### src/rtl/module_decount_prog.sv
// Programmable down-counter driven by single-cycle step requests.
// One-shot mode stops and holds at zero. Auto-reload mode restarts from the
// stored reload value and emits a periodic terminal pulse.
module module_decount_prog #(
   parameter int WIDTH  = 8,
   parameter int INIT   = 4,
   parameter int WRAP_W = 4
) (
   input  logic              clk,
   input  logic              rst,
   input  logic              clear,
   input  logic              load,
   input  logic [WIDTH-1:0]  load_val,
   input  logic              mode,
   input  logic              step,
   output logic [WIDTH-1:0]  count,
   output logic              z,
   output logic              z_pulse,
   output logic [WRAP_W-1:0] wraps
);

   typedef enum logic {RUN = 1'b0, DONE = 1'b1} state_t;

   localparam logic [WIDTH-1:0]  INIT_V   = WIDTH'(INIT);
   localparam logic [WRAP_W-1:0] WRAP_MAX = '1;
   localparam state_t            INIT_ST  = (INIT == 0) ? DONE : RUN;

   state_t              state_q, state_d;
   logic [WIDTH-1:0]    count_q, count_d;
   logic [WIDTH-1:0]    reload_q, reload_d;
   logic [WRAP_W-1:0]   wraps_q, wraps_d;
   logic                zp_q, zp_d;

   // Increment that sticks at the all-ones value instead of wrapping.
   function automatic logic [WRAP_W-1:0] sat_inc(input logic [WRAP_W-1:0] v);
      return (v == WRAP_MAX) ? v : v + 1'b1;
   endfunction

   // Register all state; reset restores the power-up count and reload value.
   always_ff @(posedge clk or negedge rst) begin
      if (!rst) begin
         state_q  <= INIT_ST;
         count_q  <= INIT_V;
         reload_q <= INIT_V;
         wraps_q  <= '0;
         zp_q     <= 1'b0;
      end else begin
         state_q  <= state_d;
         count_q  <= count_d;
         reload_q <= reload_d;
         wraps_q  <= wraps_d;
         zp_q     <= zp_d;
      end
   end

   // Next-state logic: clear beats load beats step; lower requests are dropped.
   always_comb begin
      state_d  = state_q;
      count_d  = count_q;
      reload_d = reload_q;
      wraps_d  = wraps_q;
      zp_d     = 1'b0;
      if (clear) begin
         count_d = reload_q;
         wraps_d = '0;
         state_d = (reload_q == '0) ? DONE : RUN;
      end else if (load) begin
         count_d  = load_val;
         reload_d = load_val;
         if (load_val == '0) begin
            // Loading zero is itself a terminal event, whatever the mode.
            state_d = DONE;
            zp_d    = 1'b1;
         end else begin
            state_d = RUN;
         end
      end else if (step && (state_q == RUN)) begin
         if (count_q > WIDTH'(1)) begin
            count_d = count_q - 1'b1;
         end else if (mode) begin
            // reload_q is never zero while in RUN, so the restart is valid.
            count_d = reload_q;
            zp_d    = 1'b1;
            wraps_d = sat_inc(wraps_q);
         end else begin
            count_d = '0;
            state_d = DONE;
            zp_d    = 1'b1;
         end
      end
   end

   assign count   = count_q;
   assign z       = (state_q == DONE);
   assign z_pulse = zp_q;
   assign wraps   = wraps_q;

endmodule

### config.mk
export PLATFORM = sky130hd
export DESIGN_NAME = module_decount_prog
export DESIGN_NICKNAME = d
export VERILOG_FILES = /design/src/rtl/module_decount_prog.sv
export SDC_FILE = /design/constraint.sdc
export NUM_CORES = 1
export LEC_CHECK = 0
export BUFFER_PORTS_ARGS = -buffer_cell sky130_fd_sc_hd__buf_2
export CORE_UTILIZATION = 56
export CTS_BUF_LIST = sky130_fd_sc_hd__clkbuf_4 sky130_fd_sc_hd__clkbuf_8
export DETAILED_ROUTE_END_ITERATION = 8
export PLACE_DENSITY = 0.81
export SLEW_MARGIN = 0
export SYNTH_ARGS = -nofsm -noshare
export SYNTH_HDL_FRONTEND = slang
export SYNTH_SLANG_ARGS = --single-unit
export TNS_END_PERCENT = 100
### constraint.sdc
create_clock -name clk -period 6.68 [get_ports clk]
set_clock_uncertainty 0.05 [all_clocks]
set_input_delay 0.334 -clock clk [delete_from_list [all_inputs] [get_ports clk]]
set_output_delay 0.334 -clock clk [all_outputs]
set_load 0.01 [all_outputs]
# Word level (Yosys, flattened, before mapping)
# Index checks and enable logic that the tools add are counted.
classes:
  n_mul: 0
  n_div: 0
  addsub: 2
  magnitude_cmp: 1
  shifts: 0
  n_reduce_logical: 9
  n_mux: 22
  eq_ne: 6
  bitwise: 2
op_table:
  columns: ["operator", "n"]
  rows:
  - ["$mux 8", 5]
  - ["$mux 4", 6]
  - ["$logic_not 8->1", 2]
  - ["$mux 1", 11]
  - ["$gt 8x1->1 const B", 1]
  - ["$sub 8x1->8 const B", 1]
  - ["$ne 2x2->1 const B", 3]
  - ["$ne 3x3->1 const B", 2]
  - ["$reduce_and 5->1", 1]
  - ["$add 4x1->4 const B", 1]
  - ["$eq 4x4->1 const B", 1]
  - ["$reduce_bool 2->1", 2]
  - ["$reduce_and 3->1", 1]
  - ["$reduce_bool 3->1", 1]
  - ["$not 1->1", 2]
  - ["$reduce_and 2->1", 1]
  - ["$logic_and 1x1->1", 1]
word_totals:
  elab_cells: 47
  latch_bits: 0
  mem_bits_ro: 0
  reg_bits: 22
  ramBits: 0
  mem_count: 0

# Longest topological paths before layout
logic_depth:
  word_depth: 7
  ltp_mapped: 6
  depth_no_buf: 6

# Least setup slack after synthesis
# No wires, ideal clock.
synth_timing:
  path_type: "reg2reg"
  start: "register count_q[6] (netlist: count[6])"
  end: "register wraps_q[3] (netlist: wraps[3])"
  setup_slack_ps: 4346
  arrival_ps: 2206
  stages_incl_launch_ff: 6
  period_less_slack_ps: 2334
  setup_time_ps: 78
  n_path_buf: 1
  path_cell_list: "dfrtp_1 > or4_4 > buf_6 > or4_4 > or4_1 > a21oi_1"
synth_between:
  elab_chain_cells: 3
synth_rtl:
  columns: ["item", "line_no", "source"]
  rows:
  - ["start, declared", "29", "logic [WIDTH-1:0] count_q, count_d;"]
  - ["start signal, assigned", "49", "count_q <= count_d;"]
  - ["$gt 8x1->1", "78", "if (count_q > WIDTH'(1)) begin"]
  - ["$ne 2x2->1 (no source line)", null, null]
  - ["$reduce_and 5->1 (no source line)", null, null]
  - ["end signal, assigned", "51", "wraps_q <= wraps_d;"]
  - ["end, declared", "31", "logic [WRAP_W-1:0] wraps_q, wraps_d;"]
# Every way passes these cells.
# A chain may end at the register's enable or synchronous reset.

# Worst setup path in the final report
# Same ends and word-level chain as after synthesis.

==> flow_summary.toml <==
[logic_synthesis]
avgSynthCellArea_um2 = 9.11
async_reset_ff_share_pct = 100
yosys_register_bits = 22
synth_area_um2 = 1460
synthCells = 160
synthDistinctLibCells = 43
synth-edff-count = 0
synth_flop_cell = "dfrtp_1"
yosysWarnings = 0
yosysSeqAreaShare_pct = 37.9
synth_fp_nets = 177

[clocking]
cts_made_buffers = 3
cts_tree = "done"
clock_sinks = 22
hold_buffers = 1
clock_path_buffers = 2
cts_root_buffer = "clkbuf_4"
clk-insertion-delay-late_ps = 310
post-cts-setup-buffers = 0
htree_num_levels = 1
ctsResizeCount = 0
clkTransAtPathRegs_ps = 130

[global_route]
grt_overflow = 0
grt_max_degree = 26
track_usage_pct = 28.0
grt_pass1_wl_mm = 5.66
antenna_found_initial = 0
grt_pass1_vias = 1205

[floorplan]
die_width_um = 53.0
dieArea_um2 = 2810
pin_count = 28
initial_core_util_pct = 58.8
fp.dieH_um = 53.0
fp-row-count = 18
core-area_um2 = 2480

[pwr]
comb_power_share_pct = 30.4
clkPwrFrac_pct = 20.3
internal_power_uw = 235
switchingPower_uw = 134
power_density_nw_per_um2 = 225
seqPwrFrac_pct = 49.3
swShare_pct = 36.2
ir_drop_mv = 0.210
p_leak_nw = 0.709

[worst_setup_path]
crit_slowest_cell = "or4_4"
critPathMaxFanout = 7
endpoint_kind = "register"
crit_path_frequent_cell = "or4_4"
worst_ep_required_time_ps = 6880
crit_arrival_ps = 2560
criticalPathCategory = "reg2reg"
path_cells = "or4_4 -> or4_4 -> or4_1 -> a21oi_1"
startpoint_type = "register"
cpPeakStageDelay_ps = 610

[final_layout]
drive_gt1_share_pct = 26.5
nFillCells = 216
mostFrequentLayoutCells = "buf_2, dfrtp_1, nor2_1, a21oi_1"
multi_input_comb_area_um2 = 852
antenna_cells = 0
seq_area_um2 = 553
final_common_cell = "buf_2"
area_growth_pct = 12.7
layout.nets = 203

[route]
top_layer = "met4"
drc = 0
firstDrtPassIters = 4
num_vias = 1360
wl_met3_um = 187
drt-vias-per-instance = 6.33
m1WireLength_mm = 1.67
wl_per_cell_um = 16.4
wl_mm = 3.53
drt_iter0_markers = 56
drtAntennaViolNets = 0
wl_met2_mm = 1.65

[sta]
worstMarginPinSlew_ps = 846
slew_violations = 0
clock.fmax_ghz = 0.424
hold_violations = 0
finalSetupViolations = 0
rsz0062_at_grt = "no"
post-route-min-period_ps = 2360
fin_crit_sh_pct = 35.3
relSlewSlack_pct = 43.5
setup_ws_ps = 4320
fin_setup_tns_ps = 0

[placed_design]
place.gp.congestion = 0.921
hpwlAfterDp_mm = 2.66
dp_slack_ps = 4360
io_buffers = 27

[hold_path]
worstHoldPathType = "in2reg"

[status]
status = "finished clean"

[run]
maxCapViolCount = 0
-- stage by stage --
stage | cell area [µm²] | hold WS (ps) | utilization [%] | cells | total power, mW
5_1_grt | 1640 | 219 | 66.3 | 215 | 0.391
4_1_cts | 1640 | 224 | 66.3 | 215 | 0.369
3_5_place_dp | 1600 | 279 | 64.4 | 210 | 0.294
6_report | 1640 | 229 | 66.3 | 215 | 0.369
3_3_place_gp | 1600 | 273 | 64.4 | 210 | 0.290
2_1_floorplan | 1460 | -11.6 | - | 160 | 0.256
-- synthesized netlist by cell type (all sizes together) (4+ instances only) --
library cell / count / area [µm²]
nand2b: 4 / 25.0
nor3: 5 / 25.0
nand3: 4 / 20.0
o21ai: 7 / 35.0
nor2b: 8 / 50.1
nand2: 9 / 33.8
nor4: 8 / 56.3
o31ai: 6 / 45.0
dfrtp: 20 / 500
or4: 5 / 45.0
clkbuf: 5 / 18.8
a21oi: 11 / 55.1
nor2: 11 / 41.3
mux2: 9 / 101
inv: 5 / 18.8
-- worst paths after layout --
| path | from | to | slack (ps) | cells past startpoint |
|---|---|---|---|---|
| setup reg to reg | count[6]$_DFFE_PN0P_ | wraps[3]$_DFFE_PN0P_ | 4320 | 4 |
| min in group asynchronous | rst | count[6]$_DFFE_PN0P_ | 450 | 2 |
| max in group asynchronous | rst | reload_q[2]$_DFFE_PN1P_ | 5770 | 2 |
| hold / removal | load_val[5] | reload_q[5]$_DFFE_PN0P_ | 230 | 2 |
| hold reg to reg | reload_q[0]$_DFFE_PN0P_ | reload_q[0]$_DFFE_PN0P_ | 520 | 1 |
| setup / recovery | count[6]$_DFFE_PN0P_ | wraps[3]$_DFFE_PN0P_ | 4320 | 4 |
-- per-layer routing --
layer  global-route usage (%)  vias up
met3                     3.74        4
li1                         -      658
met5                        0        -
met2                     44.1       50
met4                     7.46        0
met1                     40.1      648
-- power by group through the flow --
stage               registers (mW)  clock network (mW)  logic [mW]
detailed placement           0.183                   0       0.110
finish                       0.182              0.0751       0.112
global route                 0.185              0.0820       0.125
global placement             0.181                   0       0.108
floorplan                    0.179                   0      0.0774
CTS                          0.181              0.0768       0.111
-- critical path, delay by kind of cell, from the launching register on --
family             cells  cell delay (ps)
DFF                    1              470
AOI/OAI and AO/OA      1              160
and+or+nand+nor        3             1620
-- cell families after synthesis --
family                   Yosys count  synth area share (%)
buffers and inverters             12                  3.61
adder cells (fa/ha/maj)            3                  2.58
flip-flops                        22                  37.9
AO/OA/AOI/OAI                     46                  21.6
multiplexers                      10                  7.64
AND/OR/NAND/NOR                   67                  26.6
-- sequential cells by signal (all words and copies together) (netlist names) --
name,flops
count,8
reload_q,8
wraps,4
z,1
z_pulse,1
-- cell type report --
type | count | area share (%)
Timing Repair Buffer | 28 | 8.83
Inverter | 5 | 1.14
Sequential cell | 22 | 33.7
Clock buffer | 4 | 2.21
Multi-Input combinational cell | 126 | 51.9
Tap cell | 30 | 2.28
Power figures use the tool's default switching activity.
